<file path="config.mk">
export PLATFORM = sky130hd
export DESIGN_NAME = mux_nto1_arb
export DESIGN_NICKNAME = d
export VERILOG_FILES = /design/src/rtl/mux_nto1_arb.sv
export SDC_FILE = /design/constraint.sdc
export NUM_CORES = 1
export LEC_CHECK = 0
export ABC_AREA = 1
export BUFFER_PORTS_ARGS = -buffer_cell sky130_fd_sc_hd__buf_2
export CORE_MARGIN = 8
export CORE_UTILIZATION = 48
export CTS_CLUSTER_DIAMETER = 40
export CTS_CLUSTER_SIZE = 10
export DETAILED_ROUTE_END_ITERATION = 10
export MAX_ROUTING_LAYER = met4
export PLACE_DENSITY = 0.92
export SYNTH_ARGS = -nofsm -noshare
export SYNTH_HDL_FRONTEND = slang
export SYNTH_SLANG_ARGS = --single-unit
</file>
<file path="constraint.sdc">
create_clock -name clk -period 4.2 [get_ports clk]
set_input_delay 0.84 -clock clk [delete_from_list [all_inputs] [get_ports clk]]
set_output_delay 0.84 -clock clk [all_outputs]
set_load 0.03 [all_outputs]
</file>
<file path="src/rtl/mux_nto1_arb.sv">
// mux_nto1_arb
//   N-input, WIDTH-bit registered multiplexer with per-channel valid/ready.
//   One requesting channel is granted per cycle, chosen by fixed priority
//   (MODE=0, lowest index wins) or round-robin (MODE=1). The chosen word is
//   captured into an output register, which isolates producer and consumer
//   timing.
//
// Ports
//   clk        rising-edge clock
//   rst        synchronous active-high reset
//   in_data    N*WIDTH, channel i at [i*WIDTH +: WIDTH]
//   in_valid   N, channel i offers a word
//   in_ready   N, one-hot or zero; channel i accepted on in_valid[i] & in_ready[i]
//   out_data   WIDTH, registered selected word
//   out_valid  out_data holds a word
//   out_ready  consumer accepts on out_valid & out_ready
//   out_sel    SELW, channel index that supplied out_data
module mux_nto1_arb #(
  parameter  int WIDTH = 32,
  parameter  int N     = 4,
  parameter  int MODE  = 1,
  localparam int SELW  = (N > 1) ? $clog2(N) : 1
) (
  input  logic                 clk,
  input  logic                 rst,
  input  logic [N*WIDTH-1:0]   in_data,
  input  logic [N-1:0]         in_valid,
  output logic [N-1:0]         in_ready,
  output logic [WIDTH-1:0]     out_data,
  output logic                 out_valid,
  input  logic                 out_ready,
  output logic [SELW-1:0]      out_sel
);

  localparam logic [SELW-1:0] LAST = SELW'(N - 1);

  logic [N-1:0][WIDTH-1:0] in_arr;
  logic [SELW-1:0]         rr_ptr;
  logic [SELW-1:0]         scan_idx;
  logic [SELW-1:0]         gnt_idx;
  logic                    gnt_found;
  logic                    load;

  assign in_arr = in_data;

  // Output register may take a new word when empty or being drained.
  assign load = ~out_valid | out_ready;

  // Index after i, wrapping explicitly at N-1 (N need not be a power of 2).
  function automatic logic [SELW-1:0] nxt(input logic [SELW-1:0] i);
    return (i == LAST) ? '0 : i + SELW'(1);
  endfunction

  // Walk all N channels starting at the priority head; first requester wins.
  // Fixed priority is the same walk with the head pinned at 0.
  always_comb begin
    gnt_found = 1'b0;
    gnt_idx   = '0;
    scan_idx  = (MODE == 1) ? rr_ptr : '0;
    for (int k = 0; k < N; k++) begin
      if (!gnt_found && in_valid[scan_idx]) begin
        gnt_found = 1'b1;
        gnt_idx   = scan_idx;
      end
      scan_idx = nxt(scan_idx);
    end
    if (!load || rst) gnt_found = 1'b0;
  end

  for (genvar i = 0; i < N; i++) begin : g_rdy
    assign in_ready[i] = gnt_found && (gnt_idx == SELW'(i));
  end

  always_ff @(posedge clk) begin
    if (rst) begin
      out_valid <= 1'b0;
      out_data  <= '0;
      out_sel   <= '0;
      rr_ptr    <= '0;
    end else if (load) begin
      if (gnt_found) begin
        out_data  <= in_arr[gnt_idx];
        out_sel   <= gnt_idx;
        out_valid <= 1'b1;
        // Pointer moves past the winner only on a real grant.
        if (MODE == 1) rr_ptr <= nxt(gnt_idx);
      end else begin
        out_valid <= 1'b0;
      end
    end
  end

endmodule

</file>
Word level (Yosys, flattened, before mapping)
Index checks and enable logic that the tools add are counted.
- flip-flop bits (word level): 37
- input bits: 135
- output and inout port bits: 39
- logic and storage cells: 59
- add/subtract/negate cells: 4
- order comparisons: 5
- equal/unequal tests: 6
- muxes and demuxes: 24
- bitwise logic cells: 2
- reductions and logical operators: 14
- operator list (operator ; number):
    $bmux W32 S2 ; 1
    $mux W32 ; 1
    $mux W2 ; 8
    $lt A2 B3 Y1 const B ; 5
    $eq A2 B2 Y1 const B ; 5
    $mux W1 ; 10
    $add A2 B1 Y2 const B ; 4
    $bmux W1 S2 ; 4
    $logic_and A1 B1 Y1 ; 7
    $logic_not A1 Y1 ; 4
    $eq A2 B1 Y1 const B ; 1
    $logic_not A2 Y1 ; 1
    $reduce_and A2 Y1 ; 1
    $logic_or A1 B1 Y1 ; 1
    $not A1 Y1 ; 1
    $or A1 B1 Y1 ; 1

Longest topological paths before layout
Gate-level depths: netlist (run 1).
- word-level depth: 14
- gate-level depth with buffers: 16
- mapped depth without buffers: 15

Worst setup path after synthesis (run 1)
OpenSTA, ideal clock, no wires.
- path kind: input to output
- start point: input port in_valid[0]
- end point: output port in_ready[0]
- arrival: 2.450 ns
- required time: 3.360 ns
- path slack: 0.910 ns
- stages: 11
- buffers on the path: 2
- cell sequence: inv_1 > nand2_1 > nand3b_1 > nand2_1 > nand2_1 > o21ai_1 > nand2_1 > nand3_2 > buf_4 > buf_6 > nor3_1
- cells in the longest elaborated chain, start to end: 14
- elaborated cells between the ends (all ways): 25
- those cells by class: 17 x mux; 8 x reduce/logical
- RTL lines (element ; line ; source):
    from (decl) ; 27 ; input logic [N-1:0] in_valid,
    $bmux W1 S2 ; 61 ; if (!gnt_found && in_valid[scan_idx]) begin
    $mux W1 (implied by the code) ; 61 ;
    $mux W1 ; 61 ;
    $logic_not A1 Y1 ; 61 ;
    $logic_and A1 B1 Y1 ; 61 ;
    $mux W1 ; 61 ;
    $logic_not A1 Y1 ; 61 ;
    $logic_and A1 B1 Y1 ; 61 ;
    $mux W1 ; 61 ;
    $logic_not A1 Y1 ; 61 ;
    $logic_and A1 B1 Y1 ; 61 ;
    $mux W1 / $mux W2 (equally long branches) ; 61 ;
    $mux W1 / $logic_not A2 Y1 (equally long branches) ; 67, 71 ;
    $logic_and A1 B1 Y1 * ; 71 ; assign in_ready[i] = gnt_found && (gnt_idx == SELW'(i));
    to (decl) ; 28 ; output logic [N-1:0] in_ready,
Mark *: on every way between the ends. The rest lies on a longest branch, timed or not. The select of a mux whose other input is x is not followed.

Worst setup path in the final report (run 1)
- start point: register rr_ptr[0]
- end point: output port in_ready[1]
- cells in the longest elaborated chain, start to end: 14
- elaborated cells between the ends (all ways): 34
- those cells by class: 3 x add/sub; 4 x eq/ne; 20 x mux; 7 x reduce/logical
- RTL lines (element ; line ; source):
    from (decl) ; 38 ; logic [SELW-1:0] rr_ptr;
    from (signal assigned) ; 86 ; if (MODE == 1) rr_ptr <= nxt(gnt_idx);
    parallel branches: the longest is 13 deep, another holds $add A2 B1 Y2 ; - ;
    $logic_and A1 B1 Y1 * ; 71 ;
Mark *: on every way between the ends. The select of a mux whose other input is x is not followed.

==> impl_metrics.yaml, run 1 <==
outcome:
  run_status: "finished, final reports clean"
timing:
  setup_slack_ps: 335
  hold_viol_final: 0
  setup_viol: 0
  fin_crit_sh_pct: 92.0
  slew_violations: 0
  rsz0062_at_grt: "no"
  totalNegativeSetupSlack_ps: 0
  worst_pin_slew_ps: 620
  period_minus_slack_ps: 3870
  slew_headroom_pct: 58.7
  fmax_ghz: 0.259
  finClkSkew_ps: 4.06
routing:
  vias_per_cell: 5.21
  drt-initial-drc-count: 164
  wire_per_inst_microns: 13.3
  vias: 4036
  drt_pre_antenna_iters: 4
  antenna_left: 0
  routed_wl_microns: 10300
  drcViolationCount: 0
logic_synthesis:
  synth_common_cells: "nand2_1 (324), nand4_1 (67), nand3_1 (41)"
  async_reset_ff_share_pct: 0
  yosysMostFrequentCell: "nand2_1"
  synth_top_area_share_pct: 40.0
  synth_area_sq_um: 3040
  ys_ff_latch: 37
  ys.flop_type: "dfxtp_1"
  yosysWarnings: 0
  synth_fp_nets: 690
  synth.distinct_cells: 22
  synth.area.top_cells: "nand2_1 (40%), dfxtp_1 (24%), nand4_1 (14%)"
  ys_seq_area_share_pct: 24.4
  syn_inst: 554
  avgSynthCellArea_sq_um: 5.48
  synth_edf_count: 0
  yosys.area.top_type: "nand2_1"
grt:
  grtUsageTotal_pct: 22.4
  antenna_found_initial: 0
  grt_pass1_vias: 3810
  grt_pass1_wl_microns: 16600
  overflow: 0
  grt_max_degree: 65
run:
  drv_cap: 0
setup_path:
  rr_startpoint: "rr_ptr[0]"
  critPathMaxStageDelay_ps: 580
  cp_max_fo: 36
  slowest_stage: "dfxtp_1"
  start_kind: "register"
  crit_arrival_ps: 3030
  critPathCaptureType: "output pin"
  crit_path_frequent_cell: "nand2_1"
  cp_cell_sequence: "ha_1 > inv_1 > nand2_1 > nand2_1 > nand2_1 > nand2_1 > nand3_1 > and2b_1 > nand2_4 > inv_4 > nand2_1 > inv_1 > buf_2"
  r2r-end: "out_data[18]"
  required_ps: 3360
  critPathKind: "reg2out"
  rr_worst_depth: 14
  reg2reg_slack_ps: 1390
  startpoint: "rr_ptr[0]"
clocking:
  path_clk_slew_ps: 70
  htree_levels: 2
  root_buffer: "clkbuf_8"
  clock_latency_ps: 280
  cts_buffers: 5
  clock_sinks: 37
  cts_tree: "built"
  postCtsHoldBufs: 0
  clock_path_buffers: 2
die:
  die_h_microns: 95.5
  rows: 29
  die_area_sq_um: 9130
  io_pins: 174
  initial_core_util_pct: 48.7
  die_width_microns: 95.5
  core_sq_um: 6240
final_layout:
  fin_nets: 833
  drive_above_1_share_pct: 28.5
  antenna_cells: 0
  area_growth_pct: 29.2
power_and_ir_drop:
  leakage_uw: 0.00248
  vdd_ir_drop_max_mv: 0.743
  power_per_cell_area_nw_per_um2: 933
min_path:
  min_from: "out_data[16]"
  min_to: "out_data[16]"
  holdPathStages: 2
  min_path_type: "reg2reg"
placement:
  dp_hpwl_microns: 7610
  finalWeightedCongestion: 0.857
  dpl_worst_slack_ps: 491
  portBuffers: 173
final cells by class:
type | count | area (sq um)
tap | 77 | 96.3
multi-input combinational | 453 | 1990
clock inverter | 1 | 5.00
fill | 631 | 2320
inverter | 20 | 77.6
sequential | 37 | 741
timing repair buffer | 180 | 918
clock buffer | 7 | 96.3
report_power, final:
part	internal, uW	total (uW)	leakage (uW)	switching (uW)
Clock	148	271	0.0000542	123
Combinational	872	2820	0.00212	1950
Sequential	488	566	0.000307	77.5
worst max-delay path by stage:
stage                       end  slack, ps
CTS                 in_ready[1]        260
global route        in_ready[1]         70
global placement    in_ready[1]        630
floorplan           in_ready[0]        910
finish              in_ready[1]        330
detailed placement  in_ready[1]        490
kinds of logic after synthesis:
kind of cell	share of synthesized area, %
AO/OA/AOI/OAI	1.32
adder cells (fa/ha/maj)	0.412
buffers and inverters	10.4
flip-flops	24.4
AND/OR/NAND/NOR	63.5
worst max-delay path: cells and delay by family, from the launching register on:
| kind | cells | cell delay, ps |
|---|---|---|
| DFF | 1 | 580 |
| buffers and inverters | 4 | 600 |
| adders and majority gates | 1 | 360 |
| and+or+nand+nor | 8 | 1190 |
state kept, by name (all words and copies together), names as in the netlist:
signal	cells
out_sel	2
out_data	32
out_valid	1
rr_ptr	2
layout by cell type, fill, tap and decap left out, drive strengths merged:
cell type  instances
clkinv             1
o21ai              5
ha                 1
nor3               1
inv               20
buf              180
nor2               5
nand2            325
nand4             67
and2b              1
nand3             43
dfxtp             37
nand3b             2
clkbuf             7
a21oi              3
routing by layer:
layer / up-vias / global-route usage [%] / wire length, microns
met5: - / - / 0
met4: 0 / 6.91 / 168
met3: 20 / 3.54 / 920
met2: 162 / 40.4 / 5060
met1: 1777 / 24.4 / 4130
li1: 2077 / - / -
per-stage QoR:
step / total power, uW / std cells / hold WS (ps) / util (%) / instance area [sq um]
floorplan: 2910 / 554 / 557 / - / 3040
global route: 4090 / 775 / 488 / 62.9 / 3920
finish: 3660 / 775 / 469 / 62.9 / 3920
global placement: 3260 / 767 / 451 / 61.2 / 3820
CTS: 3640 / 775 / 471 / 62.8 / 3920
detailed placement: 3360 / 767 / 459 / 61.2 / 3820
what timing repair did:
item / CTS / global route
resized for setup: 0 / 2
hold endpoints to repair: 0 / 0
setup buffers: 0 / 0
endpoints found under the setup margin: 0 / 2
Power figures use the tool's default switching activity.
==> run 2, diff against run 1 <==
--- a/config.mk
+++ b/config.mk
@@ -7,6 +7,7 @@
 export LEC_CHECK = 0
 export ABC_AREA = 1
 export BUFFER_PORTS_ARGS = -buffer_cell sky130_fd_sc_hd__buf_2
+export CORE_ASPECT_RATIO = 0.7
 export CORE_MARGIN = 8
 export CORE_UTILIZATION = 48
 export CTS_CLUSTER_DIAMETER = 40
==> impl_metrics.yaml, run 2 (synthesis gave the netlist of run 1 again) <==
clocking:
  cts_tree: "built"
  clock_sinks: 37
  htree_levels: 2
  postCtsHoldBufs: 0
  path_clk_slew_ps: 80
  cts_buffers: 5
  root_buffer: "clkbuf_8"
  clock_path_buffers: 2
  postCtsSetupRepairBufs: 0
  cts.repair.resized: 0
  clock_latency_ps: 280
setup_path:
  start_kind: "register"
  critPathCaptureType: "output pin"
  path_buf_inv: 4
  required_ps: 3360
  crit_family: "simple AND/OR/NAND/NOR gates"
  path_depth: 13
  critPathKind: "reg2out"
  slowest_stage: "dfxtp_1"
  crit_path_frequent_cell: "nand2_1"
  rr_worst_depth: 14
  critPathMaxStageDelay_ps: 570
  cp_cell_sequence: "ha_1 > inv_1 > nand2_1 > nand2_1 > nand2_1 > nand2_1 > nand3_1 > and2b_1 > nand2_4 > inv_2 > nand2_1 > inv_1 > buf_2"
  cp_max_fo: 36
  crit_arrival_ps: 3100
timing:
  totalNegativeSetupSlack_ps: 0
  slew_violations: 0
  finClkSkew_ps: 8.41
  hold_viol_final: 0
  setup_viol: 0
  worst_pin_slew_ps: 658
  period_minus_slack_ps: 3940
  rsz0062_at_grt: "no"
  slew_headroom_pct: 56.2
  fin_crit_sh_pct: 93.8
  fmax_ghz: 0.254
final_layout:
  final_cell_mix: "nand2_1 (323), buf_2 (173), nand4_1 (67)"
  regMostFlops: "out_data"
  largestRegisters: "out_data x32, out_sel x2, rr_ptr x2"
  antenna_cells: 0
  fin_cells: 775
  mostFrequentLayoutCell: "nand2_1"
  largest_reg_flops: 32
  fin_nets: 833
  area_growth_pct: 29.2
  drive_above_1_share_pct: 28.4
grt:
  antenna_found_initial: 0
  grtUsageTotal_pct: 23.3
  overflow: 0
  grt_pass1_wl_microns: 17700
  grt_pass1_vias: 3780
  grt_max_degree: 65
die:
  rows: 24
  io_pins: 174
  core_sq_um: 6190
  die_h_microns: 82.5
  die_width_microns: 111
  die_area_sq_um: 9170
  initial_core_util_pct: 49.1
power_and_ir_drop:
  leakage_uw: 0.00248
  totalPowerFinal_uw: 3710
  vdd_ir_drop_max_mv: 1.25
  power_per_cell_area_nw_per_um2: 945
outcome:
  run_status: "finished, final reports clean"
routing:
  drt_pre_antenna_iters: 5
  drcViolationCount: 0
  vias: 4103
  highest_layer: "met4"
  vias_per_cell: 5.29
  wirelength_met1_microns: 4770
  drt-initial-drc-count: 348
  routed_wl_microns: 10900
  route.met3.wl_microns: 996
  route.met2.wl_microns: 5010
  antenna_left: 0
  wire_per_inst_microns: 14.0
placement:
  portBuffers: 173
  finalWeightedCongestion: 0.868
  dp_hpwl_microns: 8080
  placed_cells_incl_taps: 768
min_path:
  min_path_type: "reg2reg"
  holdPathStages: 2
run:
  drv_cap: 0
==> run 2: path summary, 6_finish.rpt <==
| kind | slack [ps] | startpoint | endpoint |
|---|---|---|---|
| setup / recovery | 260 | rr_ptr[0] | in_ready[1] |
| hold / removal | 470 | out_data[14] | out_data[14] |
| setup reg to reg | 1330 | rr_ptr[0] | rr_ptr[1] |
| hold reg to reg | 470 | out_data[14] | out_data[14] |
==> run 2: worst register-to-register path, cell delays in order (launching register included) <==
cell,delay [ps]
dfxtp_1,570
ha_1,360
inv_1,150
nand2_1,120
nand2_1,130
nand2_1,60
nand2_1,90
nand3_1,90
and2b_1,190
nand2_4,300
inv_2,340
nand2_1,200
nand3_1,80
nand2_1,60
inv_1,40
==> run 2: metrics by stage <==
stage	cell area [sq um]	worst slack (ps)	hold slack (ps)	util, %
finish	3920	262	468	63.4
global placement	3820	617	452	61.8
detailed placement	3820	441	459	61.8
global route	3920	25.5	486	63.4
CTS	3920	281	471	63.4
floorplan	3040	910	557	-
==> run 2: final cells by class <==
class | instances | area [sq um]
repair buffers | 180 | 918
clock inverters | 2 | 35.0
clock buffers | 5 | 68.8
flip-flops and latches | 37 | 741
inverters | 20 | 75.1
fillers | 616 | 2260
well taps | 78 | 97.6
multi-input cells | 453 | 1990
==> run 2: report_power, final <==
group	internal, uW	switching [uW]
Clock	173	124
Combinational	870	1970
Sequential	488	77.1
==> run 2: layer usage <==
| metal | vias to the layer above | global-route usage (%) |
|---|---|---|
| met4 | 0 | 5.03 |
| met5 | - | - |
| met3 | 12 | 6.06 |
| met1 | 1809 | 28.3 |
| li1 | 2075 | - |
| met2 | 207 | 38.6 |
